## src/rtl/gray_counter_if.sv

```systemverilog
// Gray counter control/result bundle.
//   master: drives en, up, load, load_b; observes b, g, flip, wrap
//   slave : the counter itself
interface gray_counter_if #(
  parameter int unsigned WIDTH = 4
);
  logic             en;
  logic             up;
  logic             load;
  logic [WIDTH-1:0] load_b;
  logic [WIDTH-1:0] b;
  logic [WIDTH-1:0] g;
  logic [WIDTH-1:0] flip;
  logic             wrap;

  modport master (
    output en, up, load, load_b,
    input  b, g, flip, wrap
  );

  modport slave (
    input  en, up, load, load_b,
    output b, g, flip, wrap
  );
endinterface

```

## src/rtl/gray_counter.sv

```systemverilog
// Registered binary up/down counter with a matching reflected-binary Gray output.
// Ports:
//   clk    - rising-edge clock
//   rst_n  - asynchronous active-low reset
//   bus    - gray_counter_if.slave: en/up/load/load_b in; b/g/flip/wrap out (all registered)
module gray_counter #(
  parameter int unsigned WIDTH = 4
) (
  input  logic            clk,
  input  logic            rst_n,
  gray_counter_if.slave   bus
);

  localparam logic [WIDTH-1:0] ONE      = WIDTH'(1);
  localparam logic [WIDTH-1:0] ALL_ONES = '1;

  logic [WIDTH-1:0] b_q, b_d;
  logic [WIDTH-1:0] g_q, g_d;
  logic [WIDTH-1:0] flip_q, flip_d;
  logic             wrap_q, wrap_d;

  // Next state: load beats step beats hold; pulses default to 0.
  always_comb begin
    b_d    = b_q;
    g_d    = g_q;
    flip_d = '0;
    wrap_d = 1'b0;
    if (bus.load) begin
      b_d = bus.load_b;
      g_d = bus.load_b ^ (bus.load_b >> 1);
    end else if (bus.en) begin
      if (bus.up) begin
        b_d    = b_q + ONE;
        wrap_d = (b_q == ALL_ONES);
      end else begin
        b_d    = b_q - ONE;
        wrap_d = (b_q == '0);
      end
      g_d    = b_d ^ (b_d >> 1);
      // A unit step changes exactly one Gray bit, so this is one-hot.
      flip_d = g_q ^ g_d;
    end
  end

  // State registers.
  always_ff @(posedge clk or negedge rst_n) begin
    if (!rst_n) begin
      b_q    <= '0;
      g_q    <= '0;
      flip_q <= '0;
      wrap_q <= 1'b0;
    end else begin
      b_q    <= b_d;
      g_q    <= g_d;
      flip_q <= flip_d;
      wrap_q <= wrap_d;
    end
  end

  assign bus.b    = b_q;
  assign bus.g    = g_q;
  assign bus.flip = flip_q;
  assign bus.wrap = wrap_q;

endmodule

```

## src/flat_wrapper.sv

```systemverilog
// flat-port wrapper written by rule: the top's interface ports become plain ports
module gray_counter_flat 
#(
  parameter int unsigned WIDTH = 4
)
  (clk, rst_n, bus_en, bus_up, bus_load, bus_load_b, bus_b, bus_g, bus_flip, bus_wrap);
  gray_counter_if #(.WIDTH(WIDTH)) bus_i ();
  input  logic clk;
  input  logic rst_n;
  input wire logic [$bits(bus_i.en)-1:0] bus_en;
  input wire logic [$bits(bus_i.up)-1:0] bus_up;
  input wire logic [$bits(bus_i.load)-1:0] bus_load;
  input wire logic [$bits(bus_i.load_b)-1:0] bus_load_b;
  output wire logic [$bits(bus_i.b)-1:0] bus_b;
  output wire logic [$bits(bus_i.g)-1:0] bus_g;
  output wire logic [$bits(bus_i.flip)-1:0] bus_flip;
  output wire logic [$bits(bus_i.wrap)-1:0] bus_wrap;
  assign bus_i.en = bus_en;
  assign bus_i.up = bus_up;
  assign bus_i.load = bus_load;
  assign bus_i.load_b = bus_load_b;
  assign bus_b = bus_i.b;
  assign bus_g = bus_i.g;
  assign bus_flip = bus_i.flip;
  assign bus_wrap = bus_i.wrap;
  gray_counter #(.WIDTH(WIDTH)) u_core (.clk(clk), .rst_n(rst_n), .bus(bus_i));
endmodule
```

## config.mk

```make
export PLATFORM = sky130hd
export DESIGN_NAME = gray_counter_flat
export DESIGN_NICKNAME = d
export VERILOG_FILES = /design/src/rtl/gray_counter_if.sv /design/src/rtl/gray_counter.sv /design/src/flat_wrapper.sv
export SDC_FILE = /design/constraint.sdc
export NUM_CORES = 1
export LEC_CHECK = 0
export CORE_AREA = 2 2 47 49
export CTS_CLUSTER_DIAMETER = 120
export DETAILED_ROUTE_END_ITERATION = 8
export DIE_AREA = 0 0 49 51
export PLACE_DENSITY = 0.72
export SLEW_MARGIN = 20
export SYNTH_ARGS = -nofsm -noshare
export SYNTH_HDL_FRONTEND = slang
export SYNTH_SLANG_ARGS = --single-unit
```

## constraint.sdc

```tcl
create_clock -name clk -period 1.9 [get_ports clk]
set_clock_uncertainty 0.05 [all_clocks]
set_input_delay 0.57 -clock clk [delete_from_list [all_inputs] [get_ports clk]]
set_output_delay 0.57 -clock clk [all_outputs]
set_load 0.05 [all_outputs]
```

Word level (Yosys, flattened, before mapping)
Index checks and enable logic that the tools add are counted.

Register bits after elaboration: 13. Input port bits: 9. Output and inout port bits: 13. Word-level logic and storage cells: 24.

Add/sub/neg operators: 2. Eq/ne operators: 1. Mux-type cells: 12. Bitwise logic cells: 3. Reduce and logical (&&, ||, !) cells: 2.

Operator list (number): $mux W4 (9); $xor A4 B3 Y4 (2); $add A4 B1 Y4 const B (1); $eq A4 B4 Y1 const B (1); $logic_not A4 Y1 (1); $sub A4 B1 Y4 const B (1); $xor A4 B4 Y4 (1); $mux W1 (3); $reduce_bool A2 Y1 (1).

Longest topological paths before layout
Word-level depth: 8. Depth in mapped cells: 7.

Worst setup path after synthesis
OpenSTA, ideal clock, no wires.

Path kind: register -> register. From: register u_core.b_q[0], in the netlist u_core.bus.b[0]. To: register u_core.flip_q[2], in the netlist u_core.bus.flip[2]. Library setup time: 0.123 ns. Data arrival time: 2.172 ns. Setup slack: -0.444 ns. Stages on the path, launching flop included: 8. Path buffers: 1. Cell sequence: dfrtp_1 buf_2 inv_1 fa_1 xor3_2 and3_4 o211ai_2 nand2_1.

Longest elaborated chain between the ends: 8.

RTL lines: start, declared (RTL line gray_counter.sv:17) `logic [WIDTH-1:0] b_q, b_d;`; start signal, assigned (RTL line gray_counter.sv:48) `b_q <= '0;`; start signal, assigned (RTL line gray_counter.sv:53) `b_q <= b_d;`; $sub A4 B1 Y4 / $add A4 B1 Y4 (equally long branches) (RTL line gray_counter.sv:36, gray_counter.sv:33); $mux W4 (*) (RTL line gray_counter.sv:32) `if (bus.up) begin`; $mux W4 (*) (RTL line gray_counter.sv:31) `end else if (bus.en) begin`; $mux W4 (*) (RTL line gray_counter.sv:28) `if (bus.load) begin`; $xor A4 B3 Y4 (*) (RTL line gray_counter.sv:39) `g_d = b_d ^ (b_d >> 1);`; $xor A4 B4 Y4 (*) (RTL line gray_counter.sv:41) `flip_d = g_q ^ g_d;`; $mux W4 (*) (RTL line gray_counter.sv:31); $mux W4 (*) (RTL line gray_counter.sv:28); named net u_core.flip_d[2] (RTL line gray_counter.sv:19) `logic [WIDTH-1:0] flip_q, flip_d;`; end signal, assigned (RTL line gray_counter.sv:55) `flip_q <= flip_d;`; end, declared (RTL line gray_counter.sv:19).

Mark *: on every way through the listed nets, which the timed path passes. The rest lies on a longest branch. The select of a mux whose other input is x is not followed. A chain may end at the register's enable or synchronous reset.

Worst setup path in the final report
From: input port bus_up. To: register u_core.b_q[3], in the netlist u_core.bus.b[3].

Longest elaborated chain between the ends: 5.

RTL lines: start, declared (RTL line flat_wrapper.sv:11) `input wire logic [$bits(bus_i.up)-1:0] bus_up;`; $mux W4 (RTL line gray_counter.sv:32); $mux W4 (RTL line gray_counter.sv:31); $mux W4 (RTL line gray_counter.sv:28); $mux W4 (RTL line gray_counter.sv:31); $mux W4 (RTL line gray_counter.sv:28).

Every way passes these cells. The select of a mux whose other input is x is not followed.

==> results.md <==
- CP endpoint kind: flop
- Worst-path maximum fanout: 4
- Clock Pin Slew Worst Setup and Hold Paths: 0.08 ns
- Path depth of the worst reg2reg path: 6
- Setup slack after layout: 0.0823 ns
- Largest vdd supply drop: 0.542 mV
- Final Hold Fails: 0
- First-pass detailed-route iteration total: 6
- Upper clock frequency limit: 550 MHz
- Top library cells by usage in the layout, fill and taps aside: 20 x sky130_fd_sc_hd__buf_4, 9 x sky130_fd_sc_hd__dfrtp_1, 8 x sky130_fd_sc_hd__nand2_1, 8 x sky130_fd_sc_hd__buf_12
- Final critical delay including setup and external delays: 1.82 ns
- Horizontal die dimension: 49 um
- Final Total Pwr: 1260 uW
- Number of global-route vias before repair: 751
- Total cell area at the placement stage: 0.00119 sq mm
- Area growth from synthesis to layout: 53.7%
- TritonCTS clock tree: built
- Worst hold slack across all endpoints: 0.530 ns
- Worst setup slack after placement: -0.700 ns
- Net Count, Synth: 100
- Count of standard-cell rows: 17
- Diode insertion count for antenna repair: 0
- Kind of critical path: input pin to flop
- DRC violations left: 0
- Clock Tree Root: sky130_fd_sc_hd__clkbuf_4
- Power density of the placed cells: 1010 mW/mm^2
- Layout cells sized above 1: 0.364
- Final standard cell area without fillers: 0.00125 sq mm
- Run status: complete, no violations
- Wirelength per Cell: 13.8 um
- Summed instance area of the synthesized netlist: 811 sq um
- Clock sink count: 12
- Overall via count from detail_route: 740
- EDFF count, synth: 0
- Flip-flop and latch count after synthesis: 12
- Die boundary height: 51 um
- Largest net degree at the start of global routing: 13
- Synthesized area divided by synthesized cell count: 9.21 sq um
- Ys Warns: 0
- Critical path arrival: 1.98 ns
- Top cell type by total area after synthesis: sky130_fd_sc_hd__dfrtp_1
- Global-route wire length before repair: 3400 um
- Later-pin clock latency in the skew report: 0.28 ns
- Post-detailed-route count of antenna-violating nets: 0
- Number of antenna violations at the first check in global routing: 0
- Number of distinct library cell variants in the gate-level netlist after synthesis: 31
- Classification of the worst-slack hold path: input pin to async pin
- Final critical-path share of the clock period: 0.957
- Gate Count Post-Synth: 88
- Setup total negative slack: 0 ns
- Detailed placement HPWL: 1560 um
- DIE AREA: 0.00250 sq mm
- Leakage power: 0.000569 uW
- Measured slew at the worst slew-check pin: 0.362 ns
- Core Footprint: 0.00206 sq mm
- Max-cap violations: 0
- Number of CTS-inserted buffers: 3
- Share of the synthesized area in the top cell type: 0.370
- Via-per-instance ratio: 4.97
- H-Tree Depth: 1
- Synth top area cells: sky130_fd_sc_hd__dfrtp_1 37%, sky130_fd_sc_hd__xnor2_1 5.4%, sky130_fd_sc_hd__o21ai_0 4.3%
- Synth async-reset ratio: 1.00
- Max clock buf depth: 2
- Commonest non-fill, non-tap cell in the layout: sky130_fd_sc_hd__buf_4
- Initial DRC Count: 17
- Gp weighted congestion: 0.882
- Routed wire length: 2060 um
- Count of pins over their slew limit: 0
- Starting utilization of the core area: 0.393
- Final setup viols: 0
- Final-stage net count: 134
- Hold buffer count at cts: 0
- Crit path launch type: input pin
- Global-route usage over all layers: 0.179
- GR Overflow Total: 0
- Count of port buffers added during placement: 21
- Worst slew margin relative to its limit: 0.759
- Sequential area share after synthesis: 0.370
- Data required, critical path: 2.06 ns
- Dominant synthesized flop cell: sky130_fd_sc_hd__dfrtp_1
- Number of top-level pins: 22
-- routing by layer --
metal,vias up,GRT usage,wire length [um]
met5,-,0,0
met2,17,0.292,1000
li1,367,-,-
met3,3,0.0146,59
met1,353,0.239,974
met4,0,0.0905,26
-- path summary, 6_finish.rpt --
kind | startpoint | end | slack (ns)
max in group asynchronous | rst_n | u_core.bus.b[2] | 1.09
max reg2reg | u_core.bus.b[1] | u_core.bus.flip[2] | 0.10
min in group clk | u_core.bus.g[0] | u_core.bus.flip[0] | 0.59
max | bus_up | u_core.bus.b[3] | 0.08
min | rst_n | u_core.bus.flip[0] | 0.53
min reg2reg | u_core.bus.g[0] | u_core.bus.flip[0] | 0.59
-- flip-flops by register name (all words and copies together), names as in the netlist --
| name | count |
|---|---|
| u_core.bus.wrap | 1 |
| u_core.bus.b | 4 |
| u_core.bus.g | 3 |
| u_core.bus.flip | 4 |
-- power breakdown --
group	total, uW	internal [uW]	switching, uW
sequential	354	301	52.7
combinational	735	352	383
clock	171	81.4	89.6
-- synthesized netlist by cell type (2+ instances only) --
cell,instances
sky130_fd_sc_hd__xnor2_1,5
sky130_fd_sc_hd__o21ai_0,7
sky130_fd_sc_hd__o211ai_1,2
sky130_fd_sc_hd__clkbuf_1,2
sky130_fd_sc_hd__nor3_1,3
sky130_fd_sc_hd__mux2i_1,3
sky130_fd_sc_hd__inv_1,4
sky130_fd_sc_hd__xor2_1,4
sky130_fd_sc_hd__nand2_1,8
sky130_fd_sc_hd__a21oi_1,5
sky130_fd_sc_hd__nor3b_1,3
sky130_fd_sc_hd__nor2_1,4
sky130_fd_sc_hd__buf_2,3
sky130_fd_sc_hd__ha_1,2
sky130_fd_sc_hd__nand3_1,5
sky130_fd_sc_hd__nor2b_1,2
sky130_fd_sc_hd__dfrtp_1,12
-- worst max-delay path, stage by stage --
cell,delay (ns)
sky130_fd_sc_hd__buf_6,0.09
sky130_fd_sc_hd__inv_1,0.07
sky130_fd_sc_hd__buf_4,0.15
sky130_fd_sc_hd__ha_1,0.28
sky130_fd_sc_hd__and3_2,0.24
sky130_fd_sc_hd__nor3_2,0.24
sky130_fd_sc_hd__buf_4,0.17
sky130_fd_sc_hd__o211ai_1,0.09
sky130_fd_sc_hd__nand3_1,0.09
-- metrics by stage --
step / instances / util
after floorplan: 88 / -
after global routing: 149 / 0.604
final: 149 / 0.604
after CTS: 149 / 0.598
after detailed placement: 143 / 0.575
after global placement: 143 / 0.575
-- cell type report --
cell class / instances / area, sq um
well taps: 28 / 35.0
multi-input cells: 65 / 474
clock buffers: 4 / 26.3
flip-flops and latches: 12 / 304
inverters: 4 / 15.0
fillers: 170 / 817
repair buffers: 36 / 392
-- kinds of logic after synthesis --
kind of cell	count (synthesis)	share of synthesized area
xor+xnor	10	0.128
flops	12	0.370
buf+inv	11	0.0694
compound gates	18	0.136
simple gates	31	0.204
mux	3	0.0370
fa+ha+maj	3	0.0556
-- timing repair --
item,4_1_cts,5_1_grt
setup buffers,2,1
pin swaps,3,3
endpoints found under the setup margin,9,2
resized for setup,7,2
Power figures use the tool's default switching activity.
